[config.mk]
export PLATFORM = sky130hd
export DESIGN_NAME = sync_bus_target
export DESIGN_NICKNAME = d
export VERILOG_FILES = /design/src/rtl/sync_bus_target.sv
export SDC_FILE = /design/constraint.sdc
export NUM_CORES = 1
export LEC_CHECK = 0
export BUFFER_PORTS_ARGS = -buffer_cell sky130_fd_sc_hd__buf_2
export CORE_MARGIN = 3
export CORE_UTILIZATION = 40
export DETAILED_ROUTE_END_ITERATION = 8
export HOLD_SLACK_MARGIN = 0.12
export SLEW_MARGIN = 25
export SYNTH_ARGS = -nofsm -noshare
export SYNTH_HDL_FRONTEND = slang
export SYNTH_SLANG_ARGS = --single-unit
export TNS_END_PERCENT = 10
[constraint.sdc]
create_clock -name clock_i -period 2.3 [get_ports clock_i]
set_input_delay 0.23 -clock clock_i [delete_from_list [all_inputs] [get_ports clock_i]]
set_output_delay 0.23 -clock clock_i [all_outputs]
set_load 0.005 [all_outputs]
[src/rtl/sync_bus_target.sv]
// sync_bus_target: bus slave with DEPTH registers at BASE_ADDR and a
// programmable number of wait states before a one-cycle ack.
// Build option: define SYNC_BUS_TRISTATE_EN to float rdata_o (all Z) when
// not driving. Without it, rdata_o is all 0 when not driving, for an
// OR-combined data bus.
module sync_bus_target #(
    parameter int unsigned       ADDR_W      = 8,
    parameter int unsigned       DATA_W      = 8,
    parameter logic [ADDR_W-1:0] BASE_ADDR   = 8'hF0,
    parameter int unsigned       DEPTH       = 4,
    parameter int unsigned       WAIT_STATES = 1
) (
    input  logic              clock_i,
    input  logic              reset_i,
    input  logic              req_i,
    input  logic              we_i,
    input  logic [ADDR_W-1:0] addr_i,
    input  logic [DATA_W-1:0] wdata_i,
    output logic [DATA_W-1:0] rdata_o,
    output logic              ack_o,
    output logic              hit_o
);

    localparam int unsigned IDX_W    = $clog2(DEPTH);
    localparam logic [3:0]  CNT_INIT = 4'(WAIT_STATES);

    typedef enum logic [1:0] {
        S_IDLE = 2'd0,
        S_WAIT = 2'd1,
        S_ACK  = 2'd2
    } state_e;

    state_e                       state_q, state_d;
    logic [3:0]                   cnt_q, cnt_d;
    logic [IDX_W-1:0]             idx_q, idx_d;
    logic                         we_q, we_d;
    logic [DATA_W-1:0]            wdata_q, wdata_d;
    logic [DEPTH-1:0][DATA_W-1:0] regs_q;

    // BASE_ADDR is DEPTH-aligned, so a window match is just an upper-bit compare
    assign hit_o = (addr_i[ADDR_W-1:IDX_W] == BASE_ADDR[ADDR_W-1:IDX_W]);

    // Next-state logic: latch the request in IDLE, count wait states, abort on req drop
    always_comb begin
        state_d = state_q;
        cnt_d   = cnt_q;
        idx_d   = idx_q;
        we_d    = we_q;
        wdata_d = wdata_q;
        case (state_q)
            S_IDLE: begin
                if (req_i && hit_o) begin
                    idx_d   = addr_i[IDX_W-1:0];
                    we_d    = we_i;
                    wdata_d = wdata_i;
                    if (WAIT_STATES > 0) begin
                        state_d = S_WAIT;
                        cnt_d   = CNT_INIT;
                    end else begin
                        state_d = S_ACK;
                    end
                end
            end
            S_WAIT: begin
                if (!req_i) begin
                    state_d = S_IDLE;
                    cnt_d   = 4'd0;
                end else begin
                    cnt_d = cnt_q - 4'd1;
                    if (cnt_q <= 4'd1) state_d = S_ACK;
                end
            end
            S_ACK: begin
                state_d = S_IDLE;
            end
            default: begin
                state_d = S_IDLE;
                cnt_d   = 4'd0;
            end
        endcase
    end

    // FSM and transaction latch registers
    always_ff @(posedge clock_i) begin
        if (reset_i) begin
            state_q <= S_IDLE;
            cnt_q   <= 4'd0;
            idx_q   <= '0;
            we_q    <= 1'b0;
            wdata_q <= '0;
        end else begin
            state_q <= state_d;
            cnt_q   <= cnt_d;
            idx_q   <= idx_d;
            we_q    <= we_d;
            wdata_q <= wdata_d;
        end
    end

    // Register file: a write commits only on the edge leaving ACK
    always_ff @(posedge clock_i) begin
        if (reset_i) begin
            regs_q <= '0;
        end else if (state_q == S_ACK && we_q) begin
            regs_q[idx_q] <= wdata_q;
        end
    end

    assign ack_o = (state_q == S_ACK);

    // Read data appears only in the ACK cycle of a read
`ifdef SYNC_BUS_TRISTATE_EN
    assign rdata_o = (state_q == S_ACK && !we_q) ? regs_q[idx_q] : {DATA_W{1'bz}};
`else
    assign rdata_o = (state_q == S_ACK && !we_q) ? regs_q[idx_q] : {DATA_W{1'b0}};
`endif

endmodule
==> results.sh <==
export IMPL_final_max_slew_viol_count=0
export IMPL_drt_iter0_markers=81
export IMPL_antenna_found_initial=0
export IMPL_worst_r2r_cell_count=3
export IMPL_crit_path_max_fanout=8
export IMPL_globalRouteTotalUtil_pct=15.1
export IMPL_whs_endpoint="idx_q[0]"
export IMPL_critPathSlowestCell="mux4_2"
export IMPL_finalWeightedCongestion=0.781
export IMPL_final_nets=263
export IMPL_maxClockFrequency_ghz=0.493
export IMPL_portBuffers=29
export IMPL_die_w_um=82.8
export IMPL_first_global_vias=1520
export IMPL_critPathKind="reg -> out"
export IMPL_std_cell_rows=27
export IMPL_tritoncts="done"
export IMPL_clock_skew_final_ps=2.34
export IMPL_post_layout_nonfiller_instances=314
export IMPL_synth_cells=213
export IMPL_root_buffer="clkbuf_8"
export IMPL_number_of_enable_flip_flop_cells_after_synthesis=0
export IMPL_worst_setup_hold_path_clk_slew_ps=80
export IMPL_timing_critical_path_from_type="flip-flop"
export IMPL_layout_drive_gt1_share_pct=21.1
export IMPL_chip_height_um=82.8
export IMPL_ant_nets=0
export IMPL_hold_class="in -> reg"
export IMPL_largest_net_degree_at_the_start_of_global_routing=50
export IMPL_regToRegEndpoint="regs_q[19]"
export IMPL_total_leakage_power_nw=1.14
export IMPL_worst_ep_required_time_ps=2070
export IMPL_finalCoreUtilization_pct=47.0
export IMPL_most_repeated_cell_in_the_gate_level_netlist_after_synthesis="nand2b_1"
export IMPL_route_top_layer_used="met4"
export IMPL_post_synth_top_area_cell="dfxtp_1"
export IMPL_total_number_of_vias=1599
export IMPL_syn_nets=235
export IMPL_hold_path_startpoint="addr_i[0]"
export IMPL_synthToLayoutAreaGrowth_pct=11.9
export IMPL_insertedDiodeCount=0
export IMPL_drt_pre_antenna_iters=4
export IMPL_routed_wire_length_mm=4.67
export IMPL_whs_path_depth=3
export IMPL_ys_warn_count=0
export IMPL_fp_dieArea_um2=6850
export IMPL_ys_seq_area_share_pct=41.6
export IMPL_cts_setup_buffers=0
export IMPL_crit_arrival_ps=1800
export IMPL_cts_hold_buf=0
export IMPL_num_clock_sinks=49
export IMPL_met2_length_mm=2.23
export IMPL_worst_path_largest_cell_delay_ps=510
export IMPL_core_area_um2=5610
export IMPL_synth_seq_cells=49
export IMPL_worstSkewPairLatency_ps=300
export IMPL_critical_path_endpoint_type="output port"
export IMPL_post_layout_total_power_mw=1.40
export IMPL_gr_total_overflow=0
export IMPL_ctsResizeCount=0
export IMPL_clock_tree_htree_level_count=2
export IMPL_final_hold_viol_count=0
export IMPL_detailroute_wirelength_met3_um=188
export IMPL_pwr_density_cell_nw_per_um2=533
export IMPL_regToRegStartpoint="idx_q[1]"
export IMPL_netlist_area_um2=2360
export IMPL_ys_dominant_reg_cell="dfxtp_1"
export IMPL_detailedPlacementHpwl_mm=3.15
export IMPL_final_setup_viol_count=0
export IMPL_netlist_area_leader_share_pct=41.6
export IMPL_grt_setup_unrepaired="false"
export IMPL_fin_crit_sh_pct=88.2
export IMPL_grt_first_pass_wirelength_mm=7.60
export IMPL_yosysUniqueCellTypes=34
export IMPL_numCtsBuffers=5
export IMPL_regToRegSetupSlack_ps=520
export IMPL_netlist_top_cells_area="dfxtp_1, mux2i_1, nand2b_1"
export IMPL_vdd_ir_drop_max_mv=0.269
export IMPL_route_detailed_drc=0
export IMPL_slew_at_the_pin_closest_to_its_max_slew_limit_ps=635
export IMPL_avgViaCountPerCell=5.09
export IMPL_placed_cells=306
export IMPL_floorplan_io_pins=30
export IMPL_async_flop_share_pct=0
export IMPL_synth_top_cells_by_count="nand2b_1, dfxtp_1, mux2i_1, nor2b_1, clkbuf_1"
export IMPL_cell_chain_critical_path="buf_4 -> mux4_2 -> nor2b_4 -> buf_2"
export IMPL_post_route_min_period_ps=2030
export IMPL_timing_max_slew_rel_slack_pct=57.4
export IMPL_route_detailed_wl_per_inst_um=14.9
export IMPL_syn_mean_instance_area_um2=11.1
export IMPL_run_status="finished, final reports clean"
export IMPL_timing_setup_tns_ps=0
export IMPL_route_layer_met1_wl_mm=2.20
export IMPL_initial_core_util_pct=42.0
export IMPL_number_of_violations_of_the_max_capacitance_limit=0
export IMPL_fillCellCount=560
export IMPL_cts_max_path_buffers=2
critical path, delay by kind of cell, from the launching register on:
| family | cells | cell delay, ps |
|---|---|---|
| and+or+nand+nor | 1 | 140 |
| muxes | 1 | 510 |
| DFF | 1 | 480 |
| buffers and inverters | 2 | 360 |
worst max-delay path by stage:
| stage | from | slack (ps) | end |
|---|---|---|---|
| floorplan | idx_q[0] | 900 | rdata_o[2] |
| global placement | idx_q[0] | 400 | rdata_o[1] |
| detailed placement | idx_q[0] | 420 | rdata_o[1] |
| CTS | idx_q[0] | 70 | rdata_o[1] |
| global route | idx_q[0] | 190 | rdata_o[4] |
| finish | idx_q[0] | 270 | rdata_o[1] |
through the flow:
stage          hold WS, ps  area (um2)  setup slack (ps)
3_5_place_dp           466        2550               418
4_1_cts                170        2630              67.8
3_3_place_gp           459        2550               401
6_report               176        2640               271
5_1_grt                169        2640               185
2_1_floorplan          385        2360               898
metal layers:
layer / vias to the layer above / track usage [%]
li1: 798 / -
met1: 767 / 18.9
met2: 28 / 25.2
met3: 6 / 4.34
met4: 0 / 4.41
met5: - / 0
flip-flops by register name (all words and copies together) (netlist names):
| signal | count |
|---|---|
| cnt_q | 4 |
| idx_q | 2 |
| regs_q | 32 |
| state_q | 2 |
| wdata_q | 8 |
| we_q | 1 |
layout by cell type, fill, tap and decap left out, types with 2 or more instances in the layout:
| master | Yosys | layout |
|---|---|---|
| nor3_1 | 2 | 2 |
| nand2b_1 | 56 | 56 |
| clkbuf_8 | 0 | 5 |
| dfxtp_1 | 49 | 48 |
| mux4_1 | 2 | 2 |
| inv_1 | 4 | 4 |
| nand4b_1 | 3 | 3 |
| mux4_2 | 6 | 6 |
| nor2_1 | 2 | 2 |
| mux2i_1 | 43 | 43 |
| nand4bb_1 | 2 | 2 |
| clkbuf_1 | 7 | 3 |
| nor2b_1 | 8 | 7 |
| ha_1 | 2 | 2 |
| or3_1 | 2 | 2 |
| buf_2 | 1 | 29 |
| nor4_1 | 2 | 2 |
| buf_4 | 4 | 6 |
cell families after synthesis:
kind of cell / share of synthesized area [%]
AND/OR/NAND/NOR: 23.9
multiplexers: 26.2
flip-flops: 41.6
buffers and inverters: 4.19
AO/OA/AOI/OAI: 2.65
adder cells (fa/ha/maj): 1.06
XOR/XNOR: 0.372
power breakdown:
part | total [mW] | internal (mW) | switching [mW] | leakage, nW
logic | 0.0609 | 0.0340 | 0.0269 | 0.703
registers | 0.850 | 0.849 | 0.00141 | 0.395
clock network | 0.494 | 0.217 | 0.277 | 0.0395
total | 1.40 | 1.10 | 0.306 | 1.14
cell type report:
type                       count  area [um2]  share of cell area [%]
clock buffer                   8        80.1                    3.04
timing repair buffer          35         190                    7.21
inverter                       4        15.0                   0.569
tap                           72        90.1                    3.42
sequential                    49         982                    37.2
multi-input combinational    146        1280                    48.5
Power figures use the tool's default switching activity.
